[src/rtl/bit_diff_pkg.sv]
// Shared types and helpers for the multi-bit bit-difference coprocessor.
package bit_diff_pkg;

    typedef enum logic [1:0] {
        IDLE,
        COMPUTE,
        DONE,
        XXX = 'x
    } state_t;

    typedef enum logic {
        MODE_DIFF     = 1'b0,
        MODE_POPCOUNT = 1'b1
    } mode_t;

    // Signed width able to hold every value in [-w, +w].
    function automatic int result_width(int w);
        return $clog2(2 * w + 1);
    endfunction

endpackage

[src/rtl/bit_diff_slice.sv]
// Combinational per-cycle contribution of K bits: ones minus zeros, or ones only.
module bit_diff_slice
    import bit_diff_pkg::*;
#(
    parameter int unsigned K  = 4,
    parameter int unsigned RW = 6
) (
    input  logic [K-1:0]          bits,
    input  mode_t                 mode,
    output logic signed [RW-1:0]  contrib
);

    localparam logic signed [RW-1:0] KS = RW'(K);

    logic signed [RW-1:0] ones;

    // Count the ones, then map to the requested contribution; wraps are harmless
    // because the true result always fits in RW signed bits.
    always_comb begin
        ones = '0;
        for (int unsigned i = 0; i < K; i++) begin
            ones = ones + RW'(bits[i]);
        end
        contrib = (mode == MODE_POPCOUNT) ? ones : (ones <<< 1) - KS;
    end

endmodule

[src/rtl/bit_diff_multi.sv]
// Go/done bit-difference coprocessor consuming BITS_PER_CYCLE bits per cycle.
// Optional: define BIT_DIFF_EARLY_EXIT_EN to finish as soon as the remaining
// shifted operand is zero (result unchanged, latency 1..ITERS).
module bit_diff_multi
    import bit_diff_pkg::*;
#(
    parameter int unsigned WIDTH          = 16,
    parameter int unsigned BITS_PER_CYCLE = 4,
    localparam int unsigned RW            = result_width(WIDTH)
) (
    input  logic                 clk,
    input  logic                 rst,
    input  logic                 go,
    input  logic                 mode,
    input  logic [WIDTH-1:0]     data,
    output logic signed [RW-1:0] result,
    output logic                 done,
    output logic                 busy
);

    localparam int unsigned ITERS = WIDTH / BITS_PER_CYCLE;
    localparam int unsigned CW    = (ITERS > 1) ? $clog2(ITERS) : 1;
    localparam logic [CW-1:0] LAST = CW'(ITERS - 1);

    if (WIDTH < 1 || BITS_PER_CYCLE < 1 || (WIDTH % BITS_PER_CYCLE) != 0) begin : g_bad_params
        $error("bit_diff_multi: BITS_PER_CYCLE must be >= 1 and divide WIDTH >= 1");
    end

    state_t               state_q, state_d;
    logic [WIDTH-1:0]     data_q, data_d;
    mode_t                mode_q, mode_d;
    logic signed [RW-1:0] acc_q, acc_d;
    logic [CW-1:0]        count_q, count_d;
    logic signed [RW-1:0] result_q, result_d;
    logic signed [RW-1:0] contrib;
    logic signed [RW-1:0] acc_next;

`ifdef BIT_DIFF_EARLY_EXIT_EN
    // Zeros still unconsumed each count -1 in diff mode.
    logic signed [RW-1:0] remaining;
    assign remaining = RW'((ITERS - 32'(count_q)) * BITS_PER_CYCLE);
`endif

    bit_diff_slice #(
        .K  (BITS_PER_CYCLE),
        .RW (RW)
    ) u_slice (
        .bits    (data_q[BITS_PER_CYCLE-1:0]),
        .mode    (mode_q),
        .contrib (contrib)
    );

    assign acc_next = acc_q + contrib;

    // Next-state and datapath updates; go is only honoured outside COMPUTE.
    always_comb begin
        state_d  = state_q;
        data_d   = data_q;
        mode_d   = mode_q;
        acc_d    = acc_q;
        count_d  = count_q;
        result_d = result_q;
        unique case (state_q)
            IDLE, DONE: begin
                if (go) begin
                    data_d  = data;
                    mode_d  = mode_t'(mode);
                    acc_d   = '0;
                    count_d = '0;
                    state_d = COMPUTE;
                end
            end
            COMPUTE: begin
`ifdef BIT_DIFF_EARLY_EXIT_EN
                if (data_q == '0) begin
                    result_d = (mode_q == MODE_POPCOUNT) ? acc_q : acc_q - remaining;
                    state_d  = DONE;
                end else
`endif
                begin
                    acc_d   = acc_next;
                    data_d  = data_q >> BITS_PER_CYCLE;
                    count_d = count_q + 1'b1;
                    if (count_q == LAST) begin
                        result_d = acc_next;
                        state_d  = DONE;
                    end
                end
            end
            default: state_d = XXX;
        endcase
    end

    // State registers with synchronous active-low reset.
    always_ff @(posedge clk) begin
        if (!rst) begin
            state_q  <= IDLE;
            data_q   <= '0;
            mode_q   <= MODE_DIFF;
            acc_q    <= '0;
            count_q  <= '0;
            result_q <= '0;
        end else begin
            state_q  <= state_d;
            data_q   <= data_d;
            mode_q   <= mode_d;
            acc_q    <= acc_d;
            count_q  <= count_d;
            result_q <= result_d;
        end
    end

    // done/busy are pure state decodes so they can never disagree with the FSM.
    always_comb begin
        result = result_q;
        done   = (state_q == DONE);
        busy   = (state_q == COMPUTE);
    end

endmodule

[config.mk]
export PLATFORM = sky130hd
export DESIGN_NAME = bit_diff_multi
export DESIGN_NICKNAME = d
export VERILOG_FILES = /design/src/rtl/bit_diff_pkg.sv /design/src/rtl/bit_diff_slice.sv /design/src/rtl/bit_diff_multi.sv
export SDC_FILE = /design/constraint.sdc
export NUM_CORES = 1
export LEC_CHECK = 0
export BUFFER_PORTS_ARGS = -buffer_cell sky130_fd_sc_hd__buf_2
export CORE_MARGIN = 2
export CORE_UTILIZATION = 45
export DETAILED_ROUTE_END_ITERATION = 6
export PLACE_DENSITY = 0.72
export SKIP_LAST_GASP = 1
export SYNTH_ARGS = -nofsm -noshare
export SYNTH_HDL_FRONTEND = slang
export SYNTH_SLANG_ARGS = --single-unit
[constraint.sdc]
create_clock -name clk -period 7.48 [get_ports clk]
set_input_delay 1.496 -clock clk [delete_from_list [all_inputs] [get_ports clk]]
set_output_delay 1.496 -clock clk [all_outputs]
set_load 0.005 [all_outputs]
==> out/metrics.csv <==
metric;value;unit
result of the run;completed;
number of flops mapped to enable cells by yosys;0;
portion of netlist area occupied by mux cells;6.77;%
Critical Path End Type;output pin;
Pre-antenna DRT Iters;4;
Cell variety after synth;43;
design internal power;342;uW
largest net degree at the start of global routing;39;
clock tree from TritonCTS;built;
P_sw;125;uW
PostCTS Resize Cnt;0;
Clock Path Buffers;2;
final count of hold timing violations;0;
first-pass GRT wire length;5.45;mm
Reg clk slew, reported paths;0.06;ns
Clock Tree Root;sky130_fd_sc_hd__clkbuf_8;
ordered list of cells on the worst path;nand2b_1, buf_4, inv_8, buf_2;
antenna violations before repair;0;
dpl ws;4.80;ns
master of the slowest instance on the critical path;sky130_fd_sc_hd__dfxtp_1;
combinational cell fraction of total power;21.3;%
via count of the first global-routing pass;1254;
commonest non-fill, non-tap cells in the layout;sky130_fd_sc_hd__dfxtp_1 (33), sky130_fd_sc_hd__buf_2 (27), sky130_fd_sc_hd__nand2_1 (21);
post-DR wirelength/cell;12.7;um
detail-routed via count per cell;5.16;
Power Density;232;nW/um^2
asr flop ratio synth;0;%
sequential cell area fraction in the yosys report;37.2;%
row cnt;22;
final instance area;2010;um^2
Post-Syn Nets;214;
Iter 0 DRT Violations;38;
Crit path buffers/inverters;3;
Placed Instance Area;1890;um^2
synthesis-to-finish area growth;13.3;%
count of pins on the block boundary;28;
quantity of hold-fixing buffers added after cts;0;
post-CTS setup buffers;0;
crit-path leading delay family;buffers and inverters;
Synth top area share;37.2;%
stage delay of the slowest cell on the critical path;0.33;ns
count of state elements after synthesis;33;
final WL;3.25;mm
top cell type by total area after synthesis;sky130_fd_sc_hd__dfxtp_1;
worst-case setup margin in the final layout;4.73;ns
adder-cell share of the synthesized area;9.31;%
die outline area;4460;um^2
count of final max-slew check failures;0;
min Tclk post-route;2.75;ns
Post-Synth Simple-Gate Area;19.5;%
worst slew margin relative to its limit;59.5;%
Period Utilization, post-route;36.8;%
final cell count without fillers;255;
required time reported for the critical path endpoint;5.98;ns
largest family of logic cells by synthesized area;simple AND/OR/NAND/NOR gates;
Total Neg Setup Slack;0;ns
Final Setup Violations;0;
number of instances in the synthesized netlist;182;
most common flop cell mapped by yosys;sky130_fd_sc_hd__dfxtp_1;
Clock power frac;36.7;%
maximum VDD drop;0.0000973;V
fraction of final layout cells with drive strength greater than 1;22.7;%
chip height;66.8;um
transition time at the pin with the least slew margin;0.608;ns
min-delay worst type;reg2reg;
number of input and output port buffers inserted;27;
overall via count from detail_route;1316;
die width;66.8;um
launching element type of the critical path;register;
largest clock skew in the final design;0.00481;ns
maximum capacitance violations;0;
starting density of the core;47.7;%
Clk Latency, worst-skew pair;0.28;ns
parity-gate share of the synthesized area counting xor and xnor cells;1.97;%
RSZ-0062 raised after global routing;no;
critical path peak fanout;27;
nets;238;
total placed cells including tap cells;247;
All-Layer GR Usage;16.4;%
final weighted congestion in routability-driven placement;0.727;
post-synthesis average cell area;9.75;um^2
clock buffer count from CTS;5;
residual antenna-violating net count after detailed routing;0;
CTS HTree Levels;2;
data arrival time at the worst-slack endpoint;1.25;ns
antenna cell count;0;
post-synthesis compound-gate area fraction;18.1;%
net switching share of the total power;26.8;%
Synth Warn #;0;
Critical Setup Path Class;reg2out;
Fmax;0.364;GHz
leading post-synthesis cells by cell area;sky130_fd_sc_hd__dfxtp_1 (37%), sky130_fd_sc_hd__ha_1 (7.1%), sky130_fd_sc_hd__mux2i_1 (6.8%);
commonest non-fill, non-tap cell in the layout;sky130_fd_sc_hd__dfxtp_1;
sequential share of power;42.0;%
area of the mapped netlist;1770;um^2
leak pwr;0.984;nW
HPWL Detailed;2.20;mm
GRT overflow;0;
area inside the core boundary;3720;um^2
number of remaining DRC errors;0;
sink count of the clock tree;33;
==> worst reg2reg max path, cell delays in order (launching register included) <==
cell,delay (ns)
sky130_fd_sc_hd__dfxtp_1,0.31
sky130_fd_sc_hd__ha_1,0.27
sky130_fd_sc_hd__inv_1,0.04
sky130_fd_sc_hd__fa_1,0.38
sky130_fd_sc_hd__ha_1,0.29
sky130_fd_sc_hd__inv_1,0.05
sky130_fd_sc_hd__mux2i_1,0.10
sky130_fd_sc_hd__fa_1,0.45
sky130_fd_sc_hd__a21o_1,0.19
sky130_fd_sc_hd__a21o_1,0.22
sky130_fd_sc_hd__nand4b_1,0.13
sky130_fd_sc_hd__o311ai_2,0.11
==> state kept, by name, indices dropped and copies added (netlist names) <==
name,cells
state_q,2
data_q,16
acc_q,6
mode_q,1
count_q,2
result,6
==> cells in the mapped netlist (2+ instances only) <==
cell type                   n
sky130_fd_sc_hd__a22oi_1    8
sky130_fd_sc_hd__inv_1      6
sky130_fd_sc_hd__nand2_1   21
sky130_fd_sc_hd__a21oi_1    5
sky130_fd_sc_hd__nand4b_1   3
sky130_fd_sc_hd__nand3_1    6
sky130_fd_sc_hd__o211a_1   10
sky130_fd_sc_hd__ha_1      10
sky130_fd_sc_hd__buf_4      2
sky130_fd_sc_hd__xnor2_1    2
sky130_fd_sc_hd__a211oi_1   2
sky130_fd_sc_hd__clkbuf_1   4
sky130_fd_sc_hd__buf_6      3
sky130_fd_sc_hd__fa_1       2
sky130_fd_sc_hd__nor2b_1   13
sky130_fd_sc_hd__nor3b_2    2
sky130_fd_sc_hd__a21boi_1   2
sky130_fd_sc_hd__a21o_1     4
sky130_fd_sc_hd__xor2_1     2
sky130_fd_sc_hd__mux2i_1   12
sky130_fd_sc_hd__nor2_1     7
sky130_fd_sc_hd__o21ai_0    2
sky130_fd_sc_hd__dfxtp_1   33
sky130_fd_sc_hd__nor3b_1    2
==> power by group through the flow <==
stage,combinational [mW],sequential (mW),clock [mW]
after floorplan,0.0821,0.198,0
after global placement,0.0979,0.200,0
after detailed placement,0.0983,0.200,0
after CTS,0.0997,0.196,0.177
after global routing,0.112,0.197,0.186
final,0.0994,0.196,0.172
==> cells by family after synthesis <==
family | Yosys count
simple gates | 61
compound gates | 41
flops | 33
buf+inv | 19
mux | 12
fa+ha+maj | 12
xor+xnor | 4
==> final cells by class <==
| cell class | instances | area, um^2 |
|---|---|---|
| tap | 48 | 60.1 |
| timing repair buffer | 29 | 150 |
| inverter | 7 | 33.8 |
| clock buffer | 7 | 86.3 |
| fill | 363 | 1710 |
| multi-input combinational | 130 | 990 |
| clock inverter | 1 | 30.0 |
| sequential | 33 | 661 |
==> through the flow <==
step / util (%) / hold slack (ns) / total power [mW]
floorplan: - / 0.447 / 0.280
global placement: 51.0 / 0.443 / 0.298
detailed placement: 51.0 / 0.442 / 0.298
CTS: 54.1 / 0.451 / 0.473
global route: 54.1 / 0.489 / 0.495
finish: 54.1 / 0.452 / 0.467
==> per-layer routing <==
metal	global-route usage [%]	share of wire, %	up-vias
met1	18.9	48	608
met2	27.9	47	17
met4	7.14	1.0	0
met3	5.24	3.6	5
li1	-	-	686
met5	0	0	-
==> final timing paths <==
check	start	to	cells after the start	slack, ns
max reg2reg	data_q[0]	result[4]	11	4.81
min	result[1]	result[1]	2	0.45
max	state_q[1]	busy	4	4.73
min reg2reg	result[1]	result[1]	2	0.45
Power figures use the tool's default switching activity.
